$ cat src/rtl/bias_mult_scheduler.sv
// bias_mult_scheduler: round-robin arbiter that shares one pipelined WIDTHxWIDTH
// bias multiplier among NREQ requesters and returns the product tagged by id.
// Build option: define BIAS_MULT_SAT_EN to saturate results whose product
// overflows WIDTH bits; when undefined the low WIDTH bits are returned.
//
// state | meaning
// IDLE  | ready for a new request, gnt driven from the round-robin search
// BUSY  | operands latched, down-counter waiting out the multiplier latency
// RESP  | out_valid high, result held until out_ready
module bias_mult_scheduler #(
  parameter int NREQ  = 4,
  parameter int WIDTH = 8,
  parameter int LAT   = 2,
  parameter int IDW   = 2
) (
  input  logic                    i_clk,
  input  logic                    i_reset,
  input  logic [NREQ-1:0]         i_req,
  input  logic [NREQ*WIDTH-1:0]   i_in_bus,
  input  logic [NREQ*WIDTH-1:0]   i_bias_bus,
  input  logic                    i_out_ready,
  output logic [NREQ-1:0]         o_gnt,
  output logic                    o_ready,
  output logic                    o_out_valid,
  output logic [IDW-1:0]          o_out_id,
  output logic [WIDTH-1:0]        o_out_data
);

`ifdef BIAS_MULT_SAT_EN
  localparam int PW = 2 * WIDTH;
`else
  localparam int PW = WIDTH;
`endif

  typedef enum logic [1:0] {S_IDLE, S_BUSY, S_RESP} state_t;

  state_t           r_state;
  state_t           w_state_nxt;
  logic [2:0]       r_cnt;
  logic [IDW-1:0]   r_rr_ptr;
  logic [IDW-1:0]   r_id;
  logic [IDW-1:0]   r_out_id;
  logic [WIDTH-1:0] r_a;
  logic [WIDTH-1:0] r_b;
  logic [WIDTH-1:0] r_out_data;
  logic             w_found;
  logic [IDW-1:0]   w_sel;
  logic [IDW:0]     w_idx;
  logic             w_issue;
  logic [PW-1:0]    w_prod;
  logic [PW-1:0]    w_tap;
  logic [WIDTH-1:0] w_result;

  // Round-robin search: first requester after r_rr_ptr, wrapping modulo NREQ.
  always_comb begin
    w_found = 1'b0;
    w_sel   = '0;
    w_idx   = '0;
    for (int k = 1; k <= NREQ; k++) begin
      w_idx = {1'b0, r_rr_ptr} + (IDW+1)'(k);
      if (w_idx >= (IDW+1)'(NREQ)) w_idx = w_idx - (IDW+1)'(NREQ);
      if (!w_found && i_req[w_idx[IDW-1:0]]) begin
        w_found = 1'b1;
        w_sel   = w_idx[IDW-1:0];
      end
    end
  end

  assign w_issue = (r_state == S_IDLE) && w_found;

  // State register.
  always_ff @(posedge i_clk) begin
    if (i_reset) r_state <= S_IDLE;
    else         r_state <= w_state_nxt;
  end

  // Next-state and Moore outputs; gnt follows req combinationally in IDLE.
  always_comb begin
    w_state_nxt = r_state;
    o_gnt       = '0;
    o_ready     = 1'b0;
    o_out_valid = 1'b0;
    case (r_state)
      S_IDLE: begin
        o_ready = 1'b1;
        if (w_found) begin
          o_gnt       = {{(NREQ-1){1'b0}}, 1'b1} << w_sel;
          w_state_nxt = S_BUSY;
        end
      end
      S_BUSY: if (r_cnt == 3'd0) w_state_nxt = S_RESP;
      S_RESP: begin
        o_out_valid = 1'b1;
        if (i_out_ready) w_state_nxt = S_IDLE;
      end
      default: w_state_nxt = S_IDLE;
    endcase
  end

  // Latency down-counter; RESP is entered on terminal count zero.
  always_ff @(posedge i_clk) begin
    if (i_reset)                           r_cnt <= 3'd0;
    else if (w_issue)                      r_cnt <= 3'(LAT - 1);
    else if (r_state == S_BUSY && r_cnt != 3'd0) r_cnt <= r_cnt - 3'd1;
  end

  // Without saturation only the low WIDTH product bits are ever formed.
  assign w_prod = PW'(r_a) * PW'(r_b);

  generate
    if (LAT == 1) begin : g_comb
      assign w_tap = w_prod;
    end else begin : g_pipe
      logic [PW-1:0] r_pipe [LAT-1];
      // Free-running multiplier pipeline; the tap lines up with cnt==0.
      always_ff @(posedge i_clk) begin
        r_pipe[0] <= w_prod;
        for (int k = 1; k < LAT - 1; k++) r_pipe[k] <= r_pipe[k-1];
      end
      assign w_tap = r_pipe[LAT-2];
    end
  endgenerate

`ifdef BIAS_MULT_SAT_EN
  assign w_result = (w_tap[PW-1:WIDTH] != '0) ? {WIDTH{1'b1}} : w_tap[WIDTH-1:0];
`else
  assign w_result = w_tap;
`endif

  // Grant bookkeeping and result capture; outputs change only on RESP entry.
  always_ff @(posedge i_clk) begin
    if (i_reset) begin
      r_rr_ptr   <= IDW'(NREQ - 1);
      r_id       <= '0;
      r_a        <= '0;
      r_b        <= '0;
      r_out_id   <= '0;
      r_out_data <= '0;
    end else begin
      if (w_issue) begin
        r_rr_ptr <= w_sel;
        r_id     <= w_sel;
        r_a      <= i_in_bus[w_sel*WIDTH +: WIDTH];
        r_b      <= i_bias_bus[w_sel*WIDTH +: WIDTH];
      end
      if (r_state == S_BUSY && r_cnt == 3'd0) begin
        r_out_id   <= r_id;
        r_out_data <= w_result;
      end
    end
  end

  assign o_out_id   = r_out_id;
  assign o_out_data = r_out_data;

endmodule

$ cat config.mk
export PLATFORM = sky130hd
export DESIGN_NAME = bias_mult_scheduler
export DESIGN_NICKNAME = d
export VERILOG_FILES = /design/src/rtl/bias_mult_scheduler.sv
export SDC_FILE = /design/constraint.sdc
export NUM_CORES = 1
export LEC_CHECK = 0
export CAP_MARGIN = 20
export CORE_AREA = 5 5 91 127
export DETAILED_ROUTE_END_ITERATION = 7
export DIE_AREA = 0 0 96 132
export GPL_TIMING_DRIVEN = 0
export HOLD_SLACK_MARGIN = 0.15
export MAX_ROUTING_LAYER = met4
export PLACE_DENSITY = 0.56
export SLEW_MARGIN = 30
export SYNTH_ARGS = -nofsm -noshare
export SYNTH_HDL_FRONTEND = slang
export SYNTH_SLANG_ARGS = --single-unit
$ cat constraint.sdc
create_clock -name i_clk -period 3.1 [get_ports i_clk]
set_input_delay 0.31 -clock i_clk [delete_from_list [all_inputs] [get_ports i_clk]]
set_output_delay 0.31 -clock i_clk [all_outputs]
set_load 0.02 [all_outputs]
* Word level (Yosys, flattened, before mapping)
Memory sizes are Yosys's and may differ from the RTL's. A register that Yosys moved wholly into a read port is not among the register bits.
Index checks and enable logic that the tools add are counted.
** Word-level totals
- Flip-flop bits (word level) :: 27
- Bits in latches :: 0
- Memory bits (writable) :: 8
- Bits in read-only memories :: 0
- Input bits :: 71
- Output and inout port bits :: 16
- Word-level logic and storage cells :: 80
- Memories :: 1
** Memory list
- g_pipe.r_pipe :: words 1, width 8, rd ports 1, clocked after Yosys merged registers in 1, write ports 1, line 114 : logic [PW-1:0] r_pipe [LAT-1];
** Operators by class
- $add $sub $neg :: 9
- Multipliers :: 1
- Div/mod/pow operators :: 0
- Magnitude comparators :: 8
- Equality and inequality tests :: 5
- Shift operators :: 3
- Muxes and demuxes :: 30
- Bitwise operators :: 0
- Reduce and logical (&&, ||, !) cells :: 15
** Operator list (number)
- indexed part select 32 x 6 -> 8 bit :: 2
- two-way mux 2 bit :: 11
- >= comparator 3 bit (second input constant) :: 4
- < comparator 2 x 3 -> 1 bit (second input constant) :: 4
- two-way mux 1 bit :: 12
- binary-select mux 1 bit (select 2 bit) :: 4
- multiplier 8 x 8 -> 8 bit :: 1
- two-way mux 4 bit :: 2
- subtractor 2 x 1 -> 2 bit (second input constant) :: 4
- adder 2 x 2 -> 3 bit (second input constant) :: 2
- logical AND 1 bit :: 6
- inequality test 2 bit (second input constant) :: 3
- one-hot mux 2 bit (3 select lines) :: 1
- << shifter 1 x 2 -> 4 bit (first input constant) :: 1
- adder 2 x 1 -> 3 bit (second input constant) :: 1
- adder 2 x 3 -> 3 bit (second input constant) :: 1
- zero test 1 bit :: 3
- zero test 3 bit :: 1
- AND reduction 3 bit :: 1
- nonzero test 3 bit :: 1
- subtractor 3 x 1 -> 3 bit (second input constant) :: 1
- == test 2 x 1 -> 1 bit (second input constant) :: 1
- == test 2 bit (second input constant) :: 1
- zero test 2 bit :: 1
- other kinds (2) :: 2

* Logic depth before layout (Yosys ltp)
Gate-level depths: netlist of the first run.
- Depth in word-level cells :: 18
- Depth in mapped cells :: 12
- Gate-level depth less buffers :: 12

* Least setup slack after synthesis of the first run
Ideal clock, no wire load.
- Path type :: flip-flop to flip-flop
- Start :: reg r_a[0]
- End :: mem g_pipe.r_pipe[0][7] in the netlist's numbering
- Library setup time :: 0.121 ns
- Data arrival time :: 3.167 ns
- Required time :: 2.979 ns
- Path slack :: -0.187 ns
- Stages on the path, launching flop included :: 13
- Buffers on the path :: 0
- Period minus slack after synthesis :: 3.287 ns
- Cells stage by stage :: dfxtp_1 and2_1 fa_1 fa_1 ha_1 inv_1 fa_1 inv_1 ha_1 a21o_1 a21oi_1 xnor2_1 xnor2_1
** Between the ends
- Word-level cells in the longest chain between the ends :: 1
** Ends and longest elaborated chain
- from (decl) :: line 43 : logic [WIDTH-1:0] r_a;
- from (signal assigned) :: line 143 : r_a <= i_in_bus[w_sel*WIDTH +: WIDTH];
- multiplier 8 x 8 -> 8 bit :: line 108 : assign w_prod = PW'(r_a) * PW'(r_b);
- net w_prod[7] :: line 50 : logic [PW-1:0] w_prod;
- to (decl) :: line 114
The timed path passes the listed nets, and every way through them passes these cells.

* Worst setup path after layout of the first run
- Start :: reg r_a[3]
- End :: mem g_pipe.r_pipe[0][7] in the netlist's numbering
The elaborated chain is that of the path after synthesis.

==> summary.md, run 1 <==
| Metric | Value |
|---|---|
| Share of cells above drive strength 1 | `16.2%` |
| IO Port Bufs | `85` |
| Peak supply drop | `0.000270 V` |
| Nature of the critical path startpoint | `flop` |
| Simple-gate portion of the synthesized area | `18.5%` |
| Synth cell types | `37` |
| Final WL | `7160 µm` |
| Post-Syn Area | `3010 µm²` |
| DPL Wire Length | `6000 µm` |
| Layout overhead on the synthesized area | `43.6%` |
| RSZ-0062 raised after global routing | `yes` |
| Fillers | `1,058` |
| Pwr dens | `475 nW/µm²` |
| Setup WS post-layout | `-0.0559 ns` |
| DRC errors left | `0` |
| Antenna-violating nets left | `0` |
| H-tree lvl count | `2` |
| Largest net degree at the start of global routing | `16` |
| Final Skew | `0.00568 ns` |
| Minimum clock period | `3.16 ns` |
| Most frequent cells in the layout | `85 x clkdlybuf4s50_1, 37 x nand2_1, 34 x dfxtp_1` |
| Sum of negative setup slack | `-0.0559 ns` |
| Compound-Gate Fraction of Synth Area | `8.41%` |
| Synth top area cells | `dfxtp_1 29%, mux2i_1 11%, fa_1 8.0%, ha_1 7.5%, and2_1 5.2%` |
| CTS tree | `done` |
| Mapped Nets | `428` |
| Worst skew pair latency | `0.28 ns` |
| Mean area per synthesized cell | `9.19 µm²` |
| Xor/xnor share of the synthesized area | `5.25%` |
| Failing checks | `setup timing` |
| Vias | `2,491` |
| FF+latch count, synth | `43` |
| HP Class | `reg2reg` |
| CTS Buffer Depth | `2` |
| Slew headroom | `63.6%` |
| All-layer global routing usage | `12.1%` |
| Num CTS Buffers | `5` |
| Adder-cell share of the synthesized area | `15.5%` |
| Nets | `526` |
| Synth area leader | `dfxtp_1` |
| Final hold slack | `0.437 ns` |
| Vias per cell | `4.42` |
| Reg clk slew, reported paths | `0.06 ns` |
| Boundary pin count | `87` |
| Maxcap violations | `0` |
| Mapped Cells | `327` |
| Post-CTS Hold Buffers | `0` |
| Die footprint | `12,700 µm²` |
| Final worst path period share | `102%` |
| Largest family of logic cells by synthesized area | `simple AND/OR/NAND/NOR gates` |
| Initial Utilization | `29.3%` |
| Gpl congestion | `0.830` |
| # diodes | `0` |
| Worst Path Required | `3.31 ns` |
| First-pass GRT wire length | `12,200 µm` |
| Area of the core | `10,200 µm²` |
| Root cell of the clock tree | `clkbuf_16` |
| Number of global-route vias before repair | `2,727` |
| Arrival @ worst endpoint | `3.37 ns` |
| Worst-path fanout max | `6` |
| Routed wire per std cell | `12.7 µm` |
| Commonest non-fill, non-tap cell in the layout | `clkdlybuf4s50_1` |
| Clk sinks | `43` |
| Post-synthesis mux area share | `17.2%` |
| Critical path class | `reg2reg` |
| Leakage | `1.72 nW` |
| Site row count | `44` |
| Initial antenna violation count | `0` |
| Max Freq | `317 MHz` |
| Top cell type's share of synthesized area | `28.6%` |
| 1st-pass router iterations | `4` |
| Status | `finished with violations` |
| Worst Max-Slew Pin Slew | `0.545 ns` |
| CP endpoint kind | `flop` |
| Sequential area share after synthesis | `28.6%` |
| Die Wd | `96 µm` |
| Total global routing overflow | `0` |
| Final Hold Vio Count | `0` |
| Final slew viol count | `0` |
| DRT iter0 DRCs | `54` |
| Die H | `132 µm` |
| Yosys Warn Count | `0` |
| Final setup vio count | `1` |
## critical path: stages, from the launching register on
cell and delay [ns]:
dfxtp_4 0.36, and2_4 0.16, fa_2 0.37, inv_2 0.06
fa_1 0.42, fa_1 0.48, fa_2 0.55, inv_2 0.04
ha_4 0.26, a21oi_2 0.05, xnor2_1 0.18, xnor2_1 0.13
## state kept, by name (all words and copies together) (netlist names)
register,cells
g_pipe.r_pipe,8
o_out_data,8
o_out_id,2
r_a,8
r_b,8
r_cnt,3
r_id,2
r_rr_ptr,2
r_state,2
## repair_timing
item,4_1_cts,5_1_grt
endpoints found under the setup margin,1,3
resized for setup,19,6
setup buffers,5,1
cloned,0,0
pin swaps,14,12
## area by class of cell
type	instances	area, µm²	area share [%]
plain buffers	15	103	2.38
flip-flops and latches	43	882	20.4
multi-input cells	244	2020	46.8
clock buffers	5	125	2.90
clock inverters	3	23.8	0.551
well taps	138	173	4.00
repair buffers	91	896	20.8
inverters	25	93.8	2.17
## power breakdown
group	internal, W	switching [W]
registers	0.000655	0.0000848
logic	0.000427	0.000364
clock network	0.000301	0.000216
total	0.00138	0.000665
## cell usage after synthesis, drive strengths merged
cell and n:
a21o 2, and3 1, a2111oi 1, a211o 1, nand2 38, buf 7
a21boi 1, and2 25, o21a 1, o21ai 17, nor3 3, nor2 10
o21bai 1, fa 12, xor2 5, mux2 16, clkbuf 8, a211oi 2
nor2b 4, nand2b 4, nor3b 2, mux2i 32, dfxtp 43, xnor2 13
a21oi 17, ha 18, nand3b 16, nor4 1, inv 25, or2b 1
## stage by stage
stage	area [µm²]	util (%)	worst slack, ns	total power (W)	cells
final	4320	42.2	-0.0559	0.00205	564
after detailed placement	4070	39.7	-0.181	0.00152	550
after global placement	4070	39.7	-0.151	0.00151	550
after CTS	4290	41.9	-0.0633	0.00207	563
after floorplan	3050	-	0.0154	0.00125	327
after global routing	4320	42.2	-0.153	0.00219	564
## final timing paths
| kind | slack (ns) | from | cells past startpoint | end |
|---|---|---|---|---|
| min | 0.44 | g_pipe.r_pipe[0][5]$_DFF_P_ | 2 | o_out_data[5]$_SDFFE_PP0P_ |
| min reg2reg | 0.44 | g_pipe.r_pipe[0][5]$_DFF_P_ | 2 | o_out_data[5]$_SDFFE_PP0P_ |
| max reg2reg | -0.06 | r_a[3]$_SDFFE_PP0P_ | 11 | g_pipe.r_pipe[0][7]$_DFF_P_ |
| max | -0.06 | r_a[3]$_SDFFE_PP0P_ | 11 | g_pipe.r_pipe[0][7]$_DFF_P_ |
## cells by family (layout without fill, tap and decap cells)
logic type,Yosys count,after routing
buf+inv,40,139
fa+ha+maj,30,30
xor+xnor,18,18
compound gates,43,43
flops,43,43
simple gates,105,105
mux,48,48
## metal layers
layer	up-vias	part of all wire [%]	track usage, %
li1	1276	-	-
met1	1132	40	13.5
met2	75	54	21.8
met3	8	4.7	2.06
met4	0	1.2	2.93
met5	-	0	-
Note: power is estimated with default switching activity, not from simulation.
==> run 2, diff against run 1 <==
Settings changed: MAX_ROUTING_LAYER met4 to not set.
==> run 2 against run 1 <==
Against the previous run: clock power hardly changed; critical path type unchanged; combinational power is essentially flat; sequential cell count unchanged; the run still ends with setup timing left.
==> summary.md, run 2 (same netlist as run 1, synthesis figures left out) <==
| Metric | Value |
|---|---|
| Die footprint | `12,700 µm² (unchanged)` |
| Worst-path fanout max | `6 (unchanged)` |
| Max Freq | `317 MHz (about the same)` |
| Num CTS Buffers | `5 (unchanged)` |
| Share of cells above drive strength 1 | `16.2% (unchanged)` |
| Leakage | `1.72 nW (unchanged)` |
| Antenna-violating nets left | `0 (unchanged)` |
| Minimum clock period | `3.16 ns (+0.000171 ns)` |
| DP Area | `4070 µm² (unchanged)` |
| Nature of the critical path startpoint | `flop` |
| Power, Total | `0.00205 W (about the same)` |
| Most frequent cells in the layout | `85 x clkdlybuf4s50_1, 37 x nand2_1, 34 x dfxtp_1` |
| Clk sinks | `43 (unchanged)` |
| CTS Buffer Depth | `2 (unchanged)` |
| Final hold slack | `0.437 ns (-0.0000390 ns)` |
| CP Depth | `11 (unchanged)` |
| Max incr delay on CP | `0.55 ns (about the same)` |
| CP max stage cell | `fa_2` |
| Worst skew pair latency | `0.28 ns (about the same)` |
| Worst Min Path Start | `g_pipe.r_pipe[0][5]$_DFF_P_` |
| Layout overhead on the synthesized area | `43.6% (unchanged)` |
| First-pass GRT wire length | `12,200 µm (about the same)` |
| Critical path cell sequence | `and2_4 -> fa_2 -> inv_2 -> fa_1 -> fa_1 -> fa_2 -> inv_2 -> ha_4 -> a21oi_2 -> xnor2_1 -> xnor2_1` |
| Final worst path period share | `102% (about the same)` |
| Total global routing overflow | `0 (unchanged)` |
| Arrival @ worst endpoint | `3.37 ns (about the same)` |
| Gpl congestion | `0.818 (-1.5%)` |
| Final Util | `42.2% (unchanged)` |
| Final Skew | `0.00569 ns (+0.00000250 ns)` |
| Die Wd | `96 µm (unchanged)` |
| CTS tree | `done` |
| Critical path buffers and inverters | `2 (unchanged)` |
| Critical path class | `reg2reg` |
| Site row count | `44 (unchanged)` |
| Nets | `526 (unchanged)` |
| Largest net degree at the start of global routing | `16 (unchanged)` |
| Initial antenna violation count | `0 (unchanged)` |
| Final WL | `7160 µm (about the same)` |
| DRT iter0 DRCs | `54 (unchanged)` |
| Worst Path Required | `3.31 ns (about the same)` |
| Boundary pin count | `87 (unchanged)` |
| Area of the core | `10,200 µm² (unchanged)` |
| # diodes | `0 (unchanged)` |
| HP Class | `reg2reg` |
| Initial Utilization | `29.3% (unchanged)` |
| DPL Wire Length | `6000 µm (unchanged)` |
| Reg clk slew, reported paths | `0.06 ns (about the same)` |
| Final slew viol count | `0 (unchanged)` |
| Routed wire per std cell | `12.7 µm (about the same)` |
| Slew headroom | `63.6% (unchanged)` |
| Peak supply drop | `0.000270 V (about the same)` |
| Maxcap violations | `0 (unchanged)` |
| Final setup vio count | `1 (unchanged)` |
| Root cell of the clock tree | `clkbuf_16` |
| IO Port Bufs | `85 (unchanged)` |
| Post-route cell area | `4320 µm² (unchanged)` |
| Vias | `2,491 (unchanged)` |
| H-tree lvl count | `2 (unchanged)` |
| Vias per cell | `4.42 (unchanged)` |
| RSZ-0062 raised after global routing | `yes` |
| Commonest non-fill, non-tap cell in the layout | `clkdlybuf4s50_1` |
| Number of global-route vias before repair | `2,727 (unchanged)` |
| Status | `finished with violations` |
| 1st-pass router iterations | `4 (unchanged)` |
| Setup WS post-layout | `-0.0561 ns (-0.000171 ns)` |
| DRC errors left | `0 (unchanged)` |
| Pwr dens | `475 nW/µm² (about the same)` |
| Worst Max-Slew Pin Slew | `0.545 ns (unchanged)` |
| Setup crit start | `r_a[3]$_SDFFE_PP0P_` |
| Internal reg-to-reg setup slack | `-0.06 ns (about the same)` |
| Critical R2R Launch | `r_a[3]$_SDFFE_PP0P_` |
| CP endpoint kind | `flop` |
| R2R cell count | `11 (unchanged)` |
| Failing checks | `setup timing` |
| All-layer global routing usage | `11.8% (-0.33 points)` |
| Die H | `132 µm (unchanged)` |
| Crit path max-delay family | `adder cells` |
| Min-Delay Path Depth | `2 (unchanged)` |
| Final Hold Vio Count | `0 (unchanged)` |
==> run 2: cell counts in the layout (fill, tap and decap cells not counted) <==
Identical to the previous run, type by type.
==> run 2: area by class of cell <==
class / instances / area (µm²)
Tap cell: 138 / 173
Timing Repair Buffer: 91 / 896
Sequential cell: 43 / 882
Fill cell: 1058 / 5920
Buffer: 15 / 103
Clock buffer: 5 / 125
Multi-Input combinational cell: 244 / 2020
Clock inverter: 3 / 23.8
Inverter: 25 / 93.8
==> run 2: path summary, 6_finish.rpt <==
path,end
setup / recovery,g_pipe.r_pipe[0][7]$_DFF_P_
hold / removal,o_out_data[5]$_SDFFE_PP0P_
setup reg to reg,g_pipe.r_pipe[0][7]$_DFF_P_
hold reg to reg,o_out_data[5]$_SDFFE_PP0P_
==> run 2: report_power, final <==
group	leakage (nW)	internal [W]	switching, W
Sequential	0.357	0.000655	0.0000848
Combinational	1.30	0.000427	0.000364
Clock	0.0664	0.000301	0.000216
Total	1.72	0.00138	0.000665
==> run 2: per-layer routing <==
metal	wire length (µm)	part of all wire [%]	track usage [%]
met1	2810	39	13.0
met2	3850	54	21.8
met3	409	5.7	2.74
met4	89	1.2	2.93
met5	0	0	0
==> run 2: what timing repair did <==
action	in CTS	in global routing
hold buffers	0	0
gates resized for setup	19	6
pin swaps	14	12
gates cloned	0	0
endpoints found under the setup margin	1	3
setup buffers	5	1
==> run 2: tightest hold or removal path, stage by stage (launching register included) <==
cell and delay (ns):
dfxtp_1 0.30, nand2_1 0.05, a21oi_1 0.05
==> run 2: metrics by stage <==
step | setup slack [ns] | TNS, ns | instances
global placement | -0.151 | -0.151 | 550
floorplan | 0.0154 | 0 | 327
CTS | -0.0633 | -0.0633 | 563
finish | -0.0561 | -0.0561 | 564
detailed placement | -0.181 | -0.181 | 550
global route | -0.153 | -0.153 | 564
